===== config.mk =====
export PLATFORM = sky130hd
export DESIGN_NAME = spi_slave_responder_flat
export DESIGN_NICKNAME = d
export VERILOG_FILES = /design/src/rtl/spi_slave_responder_if.sv /design/src/rtl/spi_slave_responder.sv /design/src/flat_wrapper.sv
export SDC_FILE = /design/constraint.sdc
export NUM_CORES = 1
export LEC_CHECK = 0
export CORE_ASPECT_RATIO = 0.8
export CORE_MARGIN = 2
export CORE_UTILIZATION = 57
export DETAILED_ROUTE_END_ITERATION = 12
export PLACE_DENSITY = 0.91
export SLEW_MARGIN = 5
export SYNTH_ARGS = -nofsm -noshare
export SYNTH_HDL_FRONTEND = slang
export SYNTH_SLANG_ARGS = --single-unit

===== constraint.sdc =====
create_clock -name clock -period 3.8 [get_ports clock]
set_input_delay 0.76 -clock clock [delete_from_list [all_inputs] [get_ports clock]]
set_output_delay 0.76 -clock clock [all_outputs]
set_load 0.02 [all_outputs]

===== src/rtl/spi_slave_responder_if.sv =====
`default_nettype none
// ----------------------------------------------------------------------------
// spi_slave_responder_if : SPI pins plus tx/rx word handshake of the responder
// Rev 1.0
// ----------------------------------------------------------------------------
interface spi_slave_responder_if #(
  parameter int N_CHANNELS = 3,
  parameter int DATA_WIDTH = 32
);
  logic                                  SCLK;
  logic                                  SS;
  logic [N_CHANNELS-1:0]                 MOSI;
  logic [N_CHANNELS-1:0]                 MISO;
  logic [N_CHANNELS-1:0][DATA_WIDTH-1:0] tx_data;
  logic                                  tx_valid;
  logic                                  tx_ready;
  logic [N_CHANNELS-1:0][DATA_WIDTH-1:0] rx_data;
  logic                                  rx_valid;
  logic                                  tx_underrun;
  logic                                  aborted;

  modport slave (
    input  SCLK, SS, MOSI, tx_data, tx_valid,
    output MISO, tx_ready, rx_data, rx_valid, tx_underrun, aborted
  );

  modport master (
    output SCLK, SS, MOSI, tx_data, tx_valid,
    input  MISO, tx_ready, rx_data, rx_valid, tx_underrun, aborted
  );
endinterface
`default_nettype wire


===== src/rtl/spi_slave_responder.sv =====
`default_nettype none
// ----------------------------------------------------------------------------
// spi_slave_responder : oversampled multi-lane SPI slave with tx shadow register
// Rev 1.0
// ----------------------------------------------------------------------------
module spi_slave_responder #(
  parameter int N_CHANNELS = 3,
  parameter int DATA_WIDTH = 32
) (
  input  logic       clock,
  input  logic       reset,
  input  logic [4:0] transfer_length,
  input  logic       msb_first,
  input  logic       clock_polarity,
  input  logic       latching_edge,
  input  logic       ss_polarity,
  spi_slave_responder_if.slave bus
);

  typedef enum logic [1:0] {
    IDLE   = 2'd0,
    ACTIVE = 2'd1,
    DONE   = 2'd2
  } state_t;

  state_t state;
  state_t state_next;

  // [0]/[1] synchroniser stages, [2] history for edge detection
  logic [2:0]            sclk_sync;
  logic [2:0]            ss_sync;
  logic [N_CHANNELS-1:0] mosi_s1;
  logic [N_CHANNELS-1:0] mosi_s2;

  logic [5:0] len_cfg;
  logic       msb_cfg;
  logic       edge_cfg;
  logic       cpol_cfg;
  logic       sspol_cfg;

  logic [5:0] bit_count;
  logic [4:0] tx_idx;
  logic       shadow_full;

  logic [N_CHANNELS-1:0][DATA_WIDTH-1:0] shadow_data;
  logic [N_CHANNELS-1:0][DATA_WIDTH-1:0] tx_word;
  logic [N_CHANNELS-1:0][DATA_WIDTH-1:0] rx_shift;
  logic [N_CHANNELS-1:0][DATA_WIDTH-1:0] rx_next;
  logic [N_CHANNELS-1:0][DATA_WIDTH-1:0] rx_word;
  logic [N_CHANNELS-1:0]                 miso;

  logic rx_valid_r;
  logic tx_underrun_r;
  logic aborted_r;

  logic sclk_now;
  logic sclk_prev;
  logic capture_edge;
  logic shift_edge;
  logic ss_start;
  logic ss_active;

  logic start;
  logic capture;
  logic shift;
  logic finish;
  logic abort;

  // Synchronisers are left out of reset so a held SS does not look like a fresh assertion afterwards
  always_ff @(posedge clock) begin
    sclk_sync <= {sclk_sync[1:0], bus.SCLK};
    ss_sync   <= {ss_sync[1:0], bus.SS};
    mosi_s1   <= bus.MOSI;
    mosi_s2   <= mosi_s1;
  end

  assign sclk_now     = sclk_sync[1] ^ cpol_cfg;
  assign sclk_prev    = sclk_sync[2] ^ cpol_cfg;
  assign capture_edge = edge_cfg ? (~sclk_now & sclk_prev) : (sclk_now & ~sclk_prev);
  assign shift_edge   = edge_cfg ? (sclk_now & ~sclk_prev) : (~sclk_now & sclk_prev);
  assign ss_start     = (ss_sync[1] ^ ss_polarity) & ~(ss_sync[2] ^ ss_polarity);
  assign ss_active    = ss_sync[1] ^ sspol_cfg;

  always_ff @(posedge clock) begin
    if (!reset) begin
      state <= IDLE;
    end else begin
      state <= state_next;
    end
  end

  // A shift edge ahead of the first capture is the leading edge of the first bit, already on MISO
  always_comb begin
    state_next = state;
    start      = 1'b0;
    capture    = 1'b0;
    shift      = 1'b0;
    finish     = 1'b0;
    abort      = 1'b0;
    case (state)
      IDLE: begin
        if (ss_start) begin
          start      = 1'b1;
          state_next = ACTIVE;
        end
      end
      ACTIVE: begin
        if (!ss_active) begin
          abort      = 1'b1;
          state_next = IDLE;
        end else if (capture_edge) begin
          capture = 1'b1;
          if (bit_count + 6'd1 == len_cfg) begin
            finish     = 1'b1;
            state_next = DONE;
          end
        end else if (shift_edge && (bit_count != 6'd0) && (bit_count < len_cfg)) begin
          shift = 1'b1;
        end
      end
      DONE: begin
        if (!ss_active) begin
          state_next = IDLE;
        end
      end
      default: state_next = IDLE;
    endcase
  end

  always_comb begin
    for (int ch = 0; ch < N_CHANNELS; ch++) begin
      rx_next[ch] = rx_shift[ch];
      if (msb_cfg) begin
        rx_next[ch] = {rx_shift[ch][DATA_WIDTH-2:0], mosi_s2[ch]};
      end else begin
        rx_next[ch][bit_count[4:0]] = mosi_s2[ch];
      end
      miso[ch] = (state != IDLE) && tx_word[ch][tx_idx];
    end
  end

  always_ff @(posedge clock) begin
    if (!reset) begin
      len_cfg       <= 6'd0;
      msb_cfg       <= 1'b0;
      edge_cfg      <= 1'b0;
      cpol_cfg      <= 1'b0;
      sspol_cfg     <= 1'b0;
      bit_count     <= 6'd0;
      tx_idx        <= 5'd0;
      shadow_full   <= 1'b0;
      shadow_data   <= '0;
      tx_word       <= '0;
      rx_shift      <= '0;
      rx_word       <= '0;
      rx_valid_r    <= 1'b0;
      tx_underrun_r <= 1'b0;
      aborted_r     <= 1'b0;
    end else begin
      rx_valid_r    <= finish;
      tx_underrun_r <= start & ~shadow_full;
      aborted_r     <= abort;

      // Handshake and hand-off are exclusive: a word is only accepted while the shadow is empty
      if (bus.tx_valid && !shadow_full) begin
        shadow_full <= 1'b1;
        shadow_data <= bus.tx_data;
      end else if (start && shadow_full) begin
        shadow_full <= 1'b0;
      end

      if (start) begin
        len_cfg   <= {1'b0, transfer_length} + 6'd1;
        msb_cfg   <= msb_first;
        edge_cfg  <= latching_edge;
        cpol_cfg  <= clock_polarity;
        sspol_cfg <= ss_polarity;
        bit_count <= 6'd0;
        tx_idx    <= msb_first ? transfer_length : 5'd0;
        tx_word   <= shadow_full ? shadow_data : '0;
        rx_shift  <= '0;
      end

      if (capture) begin
        bit_count <= bit_count + 6'd1;
        rx_shift  <= rx_next;
      end

      if (shift) begin
        tx_idx <= msb_cfg ? tx_idx - 5'd1 : tx_idx + 5'd1;
      end

      if (finish) begin
        rx_word <= rx_next;
      end
    end
  end

  assign bus.MISO        = miso;
  assign bus.tx_ready    = ~shadow_full;
  assign bus.rx_data     = rx_word;
  assign bus.rx_valid    = rx_valid_r;
  assign bus.tx_underrun = tx_underrun_r;
  assign bus.aborted     = aborted_r;

endmodule
`default_nettype wire


===== src/flat_wrapper.sv =====
// flat-port wrapper written by rule: the top's interface ports become plain ports
module spi_slave_responder_flat 
#(
  parameter int N_CHANNELS = 3,
  parameter int DATA_WIDTH = 32
)
  (clock, reset, transfer_length, msb_first, clock_polarity, latching_edge, ss_polarity, bus_SCLK, bus_SS, bus_MOSI, bus_tx_data, bus_tx_valid, bus_MISO, bus_tx_ready, bus_rx_data, bus_rx_valid, bus_tx_underrun, bus_aborted);
  spi_slave_responder_if #(.N_CHANNELS(N_CHANNELS), .DATA_WIDTH(DATA_WIDTH)) bus_i ();
  input  logic clock;
  input  logic reset;
  input  logic [4:0] transfer_length;
  input  logic msb_first;
  input  logic clock_polarity;
  input  logic latching_edge;
  input  logic ss_polarity;
  input wire logic [$bits(bus_i.SCLK)-1:0] bus_SCLK;
  input wire logic [$bits(bus_i.SS)-1:0] bus_SS;
  input wire logic [$bits(bus_i.MOSI)-1:0] bus_MOSI;
  input wire logic [$bits(bus_i.tx_data)-1:0] bus_tx_data;
  input wire logic [$bits(bus_i.tx_valid)-1:0] bus_tx_valid;
  output wire logic [$bits(bus_i.MISO)-1:0] bus_MISO;
  output wire logic [$bits(bus_i.tx_ready)-1:0] bus_tx_ready;
  output wire logic [$bits(bus_i.rx_data)-1:0] bus_rx_data;
  output wire logic [$bits(bus_i.rx_valid)-1:0] bus_rx_valid;
  output wire logic [$bits(bus_i.tx_underrun)-1:0] bus_tx_underrun;
  output wire logic [$bits(bus_i.aborted)-1:0] bus_aborted;
  assign bus_i.SCLK = bus_SCLK;
  assign bus_i.SS = bus_SS;
  assign bus_i.MOSI = bus_MOSI;
  assign bus_i.tx_data = bus_tx_data;
  assign bus_i.tx_valid = bus_tx_valid;
  assign bus_MISO = bus_i.MISO;
  assign bus_tx_ready = bus_i.tx_ready;
  assign bus_rx_data = bus_i.rx_data;
  assign bus_rx_valid = bus_i.rx_valid;
  assign bus_tx_underrun = bus_i.tx_underrun;
  assign bus_aborted = bus_i.aborted;
  spi_slave_responder #(.N_CHANNELS(N_CHANNELS), .DATA_WIDTH(DATA_WIDTH)) u_core (.clock(clock), .reset(reset), .transfer_length(transfer_length), .msb_first(msb_first), .clock_polarity(clock_polarity), .latching_edge(latching_edge), .ss_polarity(ss_polarity), .bus(bus_i));
endmodule

==> results of run 1 <==
[stage by stage]
| step | area [sq um] | util |
|---|---|---|
| detailed placement | 21610 | 0.6453 |
| finish | 23110 | 0.6902 |
| floorplan | 19280 | - |
| global route | 23110 | 0.6902 |
| global placement | 21610 | 0.6453 |
| CTS | 23100 | 0.6900 |
[flip-flops by register name, summed over array words and instances (netlist names)]
signal	count
u_core.ss_sync	3
u_core.bus.rx_valid	1
u_core.cpol_cfg	1
u_core.sspol_cfg	1
u_core.bus.tx_underrun	1
u_core.bit_count	6
u_core.shadow_data	96
u_core.edge_cfg	1
u_core.msb_cfg	1
u_core.rx_shift	96
u_core.mosi_s1	3
u_core.sclk_sync	3
u_core.mosi_s2	3
u_core.bus.rx_data	96
u_core.tx_word	96
u_core.len_cfg	6
u_core.tx_idx	5
u_core.shadow_full	1
u_core.state	2
u_core.bus.aborted	1
[cells by family after synthesis]
logic type	count (synthesis)	share of synthesized area
compound gates	446	0.1502
xor+xnor	14	0.006360
fa+ha+maj	15	0.01012
buf+inv	226	0.04511
flops	423	0.4393
mux	311	0.1928
simple gates	689	0.1562
[synth_stat cells (2+ instances only)]
| master | number |
|---|---|
| a211oi_1 | 8 |
| a21o_1 | 2 |
| a21oi_1 | 219 |
| a22o_1 | 3 |
| a311oi_1 | 4 |
| a31oi_1 | 6 |
| and2_1 | 3 |
| and3_1 | 2 |
| buf_1 | 23 |
| buf_2 | 17 |
| clkbuf_1 | 176 |
| dfxtp_1 | 423 |
| ha_1 | 14 |
| inv_1 | 9 |
| mux2_1 | 97 |
| mux2_2 | 86 |
| mux2i_1 | 98 |
| mux4_2 | 30 |
| nand2_1 | 400 |
| nand2b_1 | 4 |
| nand3_1 | 113 |
| nand3b_1 | 2 |
| nand4_1 | 4 |
| nand4b_1 | 12 |
| nor2_1 | 103 |
| nor2b_1 | 6 |
| nor3_1 | 11 |
| nor3b_1 | 2 |
| nor4b_1 | 4 |
| nor4bb_1 | 12 |
| o211ai_1 | 10 |
| o21a_1 | 2 |
| o21ai_0 | 7 |
| o21ai_1 | 2 |
| o311ai_1 | 89 |
| o31ai_1 | 91 |
| or3_1 | 2 |
| xnor2_1 | 8 |
| xor2_1 | 6 |
[routing by layer]
metal / share of wire / wire [um]
met3: 0.096 / 5289
met4: 0.046 / 2534
met5: 0.00049 / 27
met1: 0.41 / 22300
met2: 0.45 / 24720
[power groups by stage]
| stage | combinational [mW] | clock [mW] | sequential, mW |
|---|---|---|---|
| floorplan | 0.486 | 0 | 4.66 |
| finish | 0.746 | 4.30 | 4.61 |
| global placement | 0.700 | 0 | 4.70 |
| CTS | 0.732 | 4.33 | 4.61 |
| detailed placement | 0.719 | 0 | 4.70 |
| global route | 0.802 | 4.50 | 4.62 |
[repair_timing]
| action | in CTS | in global routing |
|---|---|---|
| resized for setup | 2 | 0 |
| setup buffers | 2 | 0 |
| setup endpoints to repair | 2 | 0 |
| hold buffers | 0 | 0 |
[worst max-delay path by stage]
stage                     start          end  cells past startpoint
4_1_cts        u_core.tx_idx[0]  bus_MISO[1]                      5
3_5_place_dp   u_core.tx_idx[0]  bus_MISO[2]                      5
2_1_floorplan  u_core.tx_idx[0]  bus_MISO[0]                      5
6_report       u_core.tx_idx[0]  bus_MISO[1]                      5
5_1_grt        u_core.tx_idx[0]  bus_MISO[1]                      5
3_3_place_gp   u_core.tx_idx[0]  bus_MISO[2]                      5
[area by class of cell]
class                   instances  area share
diodes                          2   0.0002166
clock buffers                  60     0.05317
clock inverters                16    0.008988
inverters                      10    0.001949
multi-input cells            1475      0.4338
flip-flops and latches        423      0.3668
well taps                     434     0.02350
repair buffers                251      0.1116
[cell usage in the layout (no fill, tap or decap), drive strengths merged, types with 14 or more instances in the layout]
cell           synthesis  layout
clkbuf               176      60
nor2                 103     103
dfxtp                423     423
clkdlybuf4s50          0     213
o311ai                89      89
mux2                 183     183
mux4                  30      30
buf                   40      36
nand2                400     400
o31ai                 91      91
a21oi                219     219
nand3                113     113
ha                    14      14
mux2i                 98      98
==> metrics.md, run 1 <==
| Metric | Value |
|---|---|
| Status | `finished, final reports clean` |
| Sw Ratio | `0.2472` |
| Buf/Inv on CP | `2` |
| Period utilisation layout | `0.9738` |
| Distinct cells, synth | `53` |
| Slew HR | `0.1638` |
| Critical path's top delay family | `multiplexers` |
| Crit-path cells | `buf_12 > mux4_2 > mux4_2 > a22o_1 > clkdlybuf4s50_1` |
| Synth area leaders | `dfxtp_1 44%, nand2_1 7.8%, a21oi_1 5.7%` |
| Clk pwr share | `0.445` |
| Internal | `around 7.3 mW` |
| Vias/cell | `between 6 and 7` |
| Crit. End Element | `output pin` |
| Slowest-stage cell, CP | `clkdlybuf4s50_1` |
| Critical path peak fanout | `10` |
| Met1 usage | `0.3937` |
| Crit Path Class | `reg2out` |
| Setup WS post-layout | `0.09965 ns` |
| Peak supply drop | `356.6 uV` |
| Post-Route Hold Slack | `0.3438 ns` |
| Total power | `around 9.7 mW` |
| Top cell type's share of synthesized area | `0.4393` |
| Static Leak | `roughly 7.7 nW` |
| Remaining Overflow, GRT | `0` |
| Synthesis-stage register bit count | `423` |
| DP Worst Slack | `0.4288 ns` |
| Vias in the first global route | `approximately 16k` |
| Cell repeated most along the worst path | `mux4_2` |
| Die width | `roughly 210 um` |
| Worst-case reg-to-reg path depth | `6` |
| Final-report hold violation count | `0` |
| Total GRT Usage | `0.3002` |
| Core area | `roughly 33,000 sq um` |
| Hold_sp | `u_core.mosi_s1[0]` |
| Synth warn | `0` |
| Boundary Pins | `~220` |
| Hold path cells | `0` |
| Post-DP HPWL | `roughly 34,000 um` |
| RSZ-0062 raised after global routing | `false` |
| Worst hold path class | `reg2reg` |
| Slowest stage delay, CP | `between 0.5 and 0.6 ns` |
| Crit path time final | `3.700 ns` |
| Die area | `roughly 35,000 sq um` |
| Hold EP | `u_core.mosi_s2[0]` |
| Die height | `between 150 and 200 um` |
| Final setup TNS | `0 ns` |
| Dominant cell type by area after synthesis | `dfxtp_1` |
| DRC violation total after the first TritonRoute iteration | `roughly 2.2k` |
| Met2 Use GR | `0.4713` |
| R2R Setup Slk | `0.37 ns` |
| GP Congestion | `just over 0.9` |
| Sequential share of power | `0.478` |
| Avg Cell Area, Syn | `approximately 9.1 sq um` |
| Count of flip-flops with a built-in enable after synthesis | `0` |
| Clk sinks | `423` |
| Worst r2r dst | `u_core.bus.rx_data[53]` |
| Std-Cell Rows | `60` |
| CTS root buffer | `clkbuf_16` |
| Post-route ant nets | `0` |
| Filler cells | `approximately 2.3k` |
| Clk buf depth | `3` |
| Largest net degree at the start of global routing | `approximately 180` |
| Setup violations, final | `0` |
| Crit path launch type | `flop` |
| Worst Tran Pin Value | `1.253 ns` |
| Routed wire length | `54,880 um` |
| Layout cells sized above 1 | `0.1078` |
| DRC viols | `0` |
| Clock slew at reported path FFs | `0.06 ns` |
| Pre-antenna DRT Iters | `7` |
| Asr flop ratio synth | `0` |
| Max-Cap Viols | `0` |
| Fmax achieved | `between 200 and 300 MHz` |
| Ys flop type | `dfxtp_1` |
| Initial antenna violation count | `3` |
| CP Data Arrival Time | `just under 3 ns` |
| Routing usage on met3 | `0.06716` |
| Cell count after synthesis | `between 2k and 2.5k` |
| WL/cell | `a little over 20 um` |
| Wire length of the first global-routing pass | `around 86,000 um` |
| Final Skew | `approximately 0.036 ns` |
| Fin nets | `2,331` |
| Final Non-Filler Cells | `roughly 2.7k` |
| Most Crowded Layer GR | `met2` |
| Initial Utilization | `0.5758` |
| Vias | `roughly 17k` |
| Comb power frac | `0.077` |
| Worst skew pair latency | `0.57 ns` |
| CTS tree | `yes` |
| FF/Latch Area | `approximately 8500 sq um` |
| Synth Cell Area | `approximately 19,000 sq um` |
| Area grow syn2layout | `19.87%` |
| H-tree depth | `2` |
| Dpl cells | `2,590` |
| R2r startpoint | `u_core.edge_cfg` |
| TritonCTS Buffers | `between 40 and 50` |
| Slew Limit Fails | `0` |
| Req. time, crit path | `about 3.0 ns` |
| PortBufs | `215` |
| Syn nets | `2,252` |
| Seq/Total Area, Yosys | `0.4393` |
| Psw | `~2.4 mW` |
| Area of the multi-input gates | `about 10,000 sq um` |
| PD cells | `between 400 and 500 nW/um^2` |
Note: power is estimated with default switching activity, not from simulation.
==> run 2, diff against run 1 <==
--- a/config.mk
+++ b/config.mk
@@ -6,7 +6,6 @@
 export NUM_CORES = 1
 export LEC_CHECK = 0
 export CORE_ASPECT_RATIO = 0.8
-export CORE_MARGIN = 2
 export CORE_UTILIZATION = 57
 export DETAILED_ROUTE_END_ITERATION = 12
 export PLACE_DENSITY = 0.91
==> run 2 against run 1 <==
Against the previous run: final cell count about the same; sequential cell count unchanged; global-route usage up 1.0 points; non-clock buffer count up 8; first-iteration DRC count up 3.6%; register-to-register slack better by 0.32 ns; routed wire length up 0.19%; worst setup slack better by 0.0080 ns; fmax up 0.22%; cell area up 0.50%; critical path depth unchanged; critical path type unchanged; critical endpoint is now bus_MISO[2]; highest routed layer is now met4.
==> metrics.md, run 2 (synthesized netlist as in run 1, its figures left out) <==
| Metric | Value |
|---|---|
| RSZ-0062 raised after global routing | `false` |
| GP Congestion | `0.8874 (-2.6%)` |
| Vias | `17.08k (+0.16%)` |
| Die height | `166.5 um (-1.2%)` |
| Most frequent cells in the layout | `420 x dfxtp_1, 398 x nand2_1, 219 x a21oi_1` |
| CTS root buffer | `clkbuf_16` |
| Wire length of the first global-routing pass | `88,010 um (+1.9%)` |
| Final Util | `0.7054 (+0.01523)` |
| Peak supply drop | `342.0 uV (-4.1%)` |
| Period utilisation layout | `0.9717 (-0.002108)` |
| Slowest stage delay, CP | `0.55 ns (about the same)` |
| Slowest-stage cell, CP | `clkdlybuf4s50_1` |
| Die width | `207.6 um (-0.95%)` |
| Final Skew | `0.02579 ns (-0.01020 ns)` |
| Std-Cell Rows | `59 (-1.7%)` |
| Boundary Pins | `216 (unchanged)` |
| PortBufs | `215 (unchanged)` |
| Remaining Overflow, GRT | `0 (unchanged)` |
| Area after DPL | `21,680 sq um (+0.36%)` |
| Crit path launch type | `flop` |
| Final setup TNS | `0 ns (unchanged)` |
| R2R Setup Slk | `0.69 ns (+0.32 ns)` |
| Core area | `32,920 sq um (-1.7%)` |
| Final-report hold violation count | `0 (unchanged)` |
| Vias in the first global route | `16.49k (+1.5%)` |
| DRC viols | `0 (unchanged)` |
| H-tree depth | `2 (unchanged)` |
| Total GRT Usage | `0.3102 (+0.01007)` |
| Critical path peak fanout | `19 (+9)` |
| Clk sinks | `423 (unchanged)` |
| Crit-path cells | `buf_12 > mux4_2 > mux4_2 > a22o_1 > clkdlybuf4s50_1` |
| DRC violation total after the first TritonRoute iteration | `2,273 (+3.6%)` |
| Largest net degree at the start of global routing | `118 (-36%)` |
| Vias/cell | `6.393 (+0.13%)` |
| Post-route cell area | `23,220 sq um (+0.50%)` |
| WL/cell | `20.58 um (+0.15%)` |
| Filler cells | `2,262 (-3.0%)` |
| Max-Cap Viols | `0 (unchanged)` |
| Worst skew pair latency | `0.56 ns (about the same)` |
| Status | `finished, final reports clean` |
| Area grow syn2layout | `20.47%` |
| Layout cells sized above 1 | `0.1114 (+0.003578)` |
| Die area | `34,570 sq um (-2.1%)` |
| Post-DP HPWL | `34,200 um (+1.1%)` |
| Setup violations, final | `0 (unchanged)` |
| Fin nets | `2,340 (+0.39%)` |
| Initial antenna violation count | `1 (-2)` |
| Crit. End Element | `output pin` |
| Slew HR | `0.1585 (-0.005327)` |
| Static Leak | `7.729 nW (+0.92%)` |
| CTS tree | `yes` |
| CP Data Arrival Time | `2.93 ns (about the same)` |
| Fmax achieved | `270.8 MHz (+0.22%)` |
| Worst hold path class | `reg2reg` |
| Clock slew at reported path FFs | `0.06 ns (about the same)` |
| Req. time, crit path | `3.04 ns (about the same)` |
| Worst Tran Pin Value | `1.245 ns (-0.007834 ns)` |
| Pre-antenna DRT Iters | `6 (-1)` |
| Cell repeated most along the worst path | `mux4_2` |
| Crit path time final | `3.692 ns (-0.008011 ns)` |
| PD cells | `425.9 nW/um^2 (+2.0%)` |
| Initial Utilization | `0.5855 (+0.009759)` |
| Routed wire length | `54,980 um (+0.19%)` |
| Slew Limit Fails | `0 (unchanged)` |
| Crit Path Class | `reg2out` |
| Clk buf depth | `3 (unchanged)` |
| TritonCTS Buffers | `43 (+2.4%)` |
| Post-route ant nets | `0 (unchanged)` |
| Commonest non-fill, non-tap cell in the layout | `dfxtp_1` |
run 2: cell count changes in the layout (fill, tap and decap cells not counted), sizes merged, moves of 2 or more:
cell,previous run,this run
clkinvlp,2,0
clkbuf,60,63
inv,13,11
buf,36,45
bufinv,3,6
run 2: critical path: cells and delay by family, from the launching register on:
family | cells | cell delay (ns)
AOI/OAI and AO/OA | 1 | 0.28
DFF | 1 | 0.37
muxes | 2 | 0.99
buffers and inverters | 2 | 0.74
run 2: what timing repair did:
action | 4_1_cts | 5_1_grt
pin swaps | 0 | 0
hold buffers | 0 | 0
setup endpoints to repair | 2 | 3
buffers inserted | 2 | 0
hold endpoints to repair | 0 | 0
resized for setup | 1 | 1
run 2: worst paths after layout:
path                        from                     end  cells after the start
min            u_core.mosi_s1[1]       u_core.mosi_s2[1]                      0
min reg2reg    u_core.mosi_s1[1]       u_core.mosi_s2[1]                      0
max reg2reg  u_core.bit_count[0]  u_core.bus.rx_data[72]                      7
max             u_core.tx_idx[0]             bus_MISO[2]                      5
run 2: where the power goes:
group	switching (mW)	internal (mW)	leakage [nW]
Clock	1.79	2.75	0.750
Combinational	0.479	0.261	3.55
Sequential	0.0945	4.52	3.43
Total	2.36	7.53	7.73
run 2: stage by stage:
step,cells,power [mW],hold WS (ns),setup slack (ns)
3_5_place_dp,2592,5.429,0.3144,0.4231
5_1_grt,2672,10.18,0.3303,0.01592
2_1_floorplan,2124,5.144,0.3096,0.7006
6_report,2672,9.891,0.3299,0.1077
3_3_place_gp,2592,5.406,0.3142,0.4309
4_1_cts,2671,9.912,0.3256,0.04626
run 2: cell type report:
| cell class | instances | area [sq um] | share of cell area |
|---|---|---|---|
| timing repair buffer | 259 | 2619 | 0.1128 |
| multi-input combinational | 1475 | 10030 | 0.4318 |
| clock buffer | 63 | 1282 | 0.05522 |
| inverter | 10 | 45.04 | 0.001939 |
| clock inverter | 14 | 235.2 | 0.01013 |
| antenna | 1 | 2.502 | 0.0001077 |
| sequential | 423 | 8477 | 0.3650 |
| tap | 427 | 534.3 | 0.02300 |
run 2: metal layers:
layer	up-vias	GRT usage	share of wire
met1	8204	0.4175	0.41
li1	7779	-	-
met4	0	0.1250	0.038
met3	168	0.07430	0.099
met5	-	0	0
met2	932	0.4809	0.45
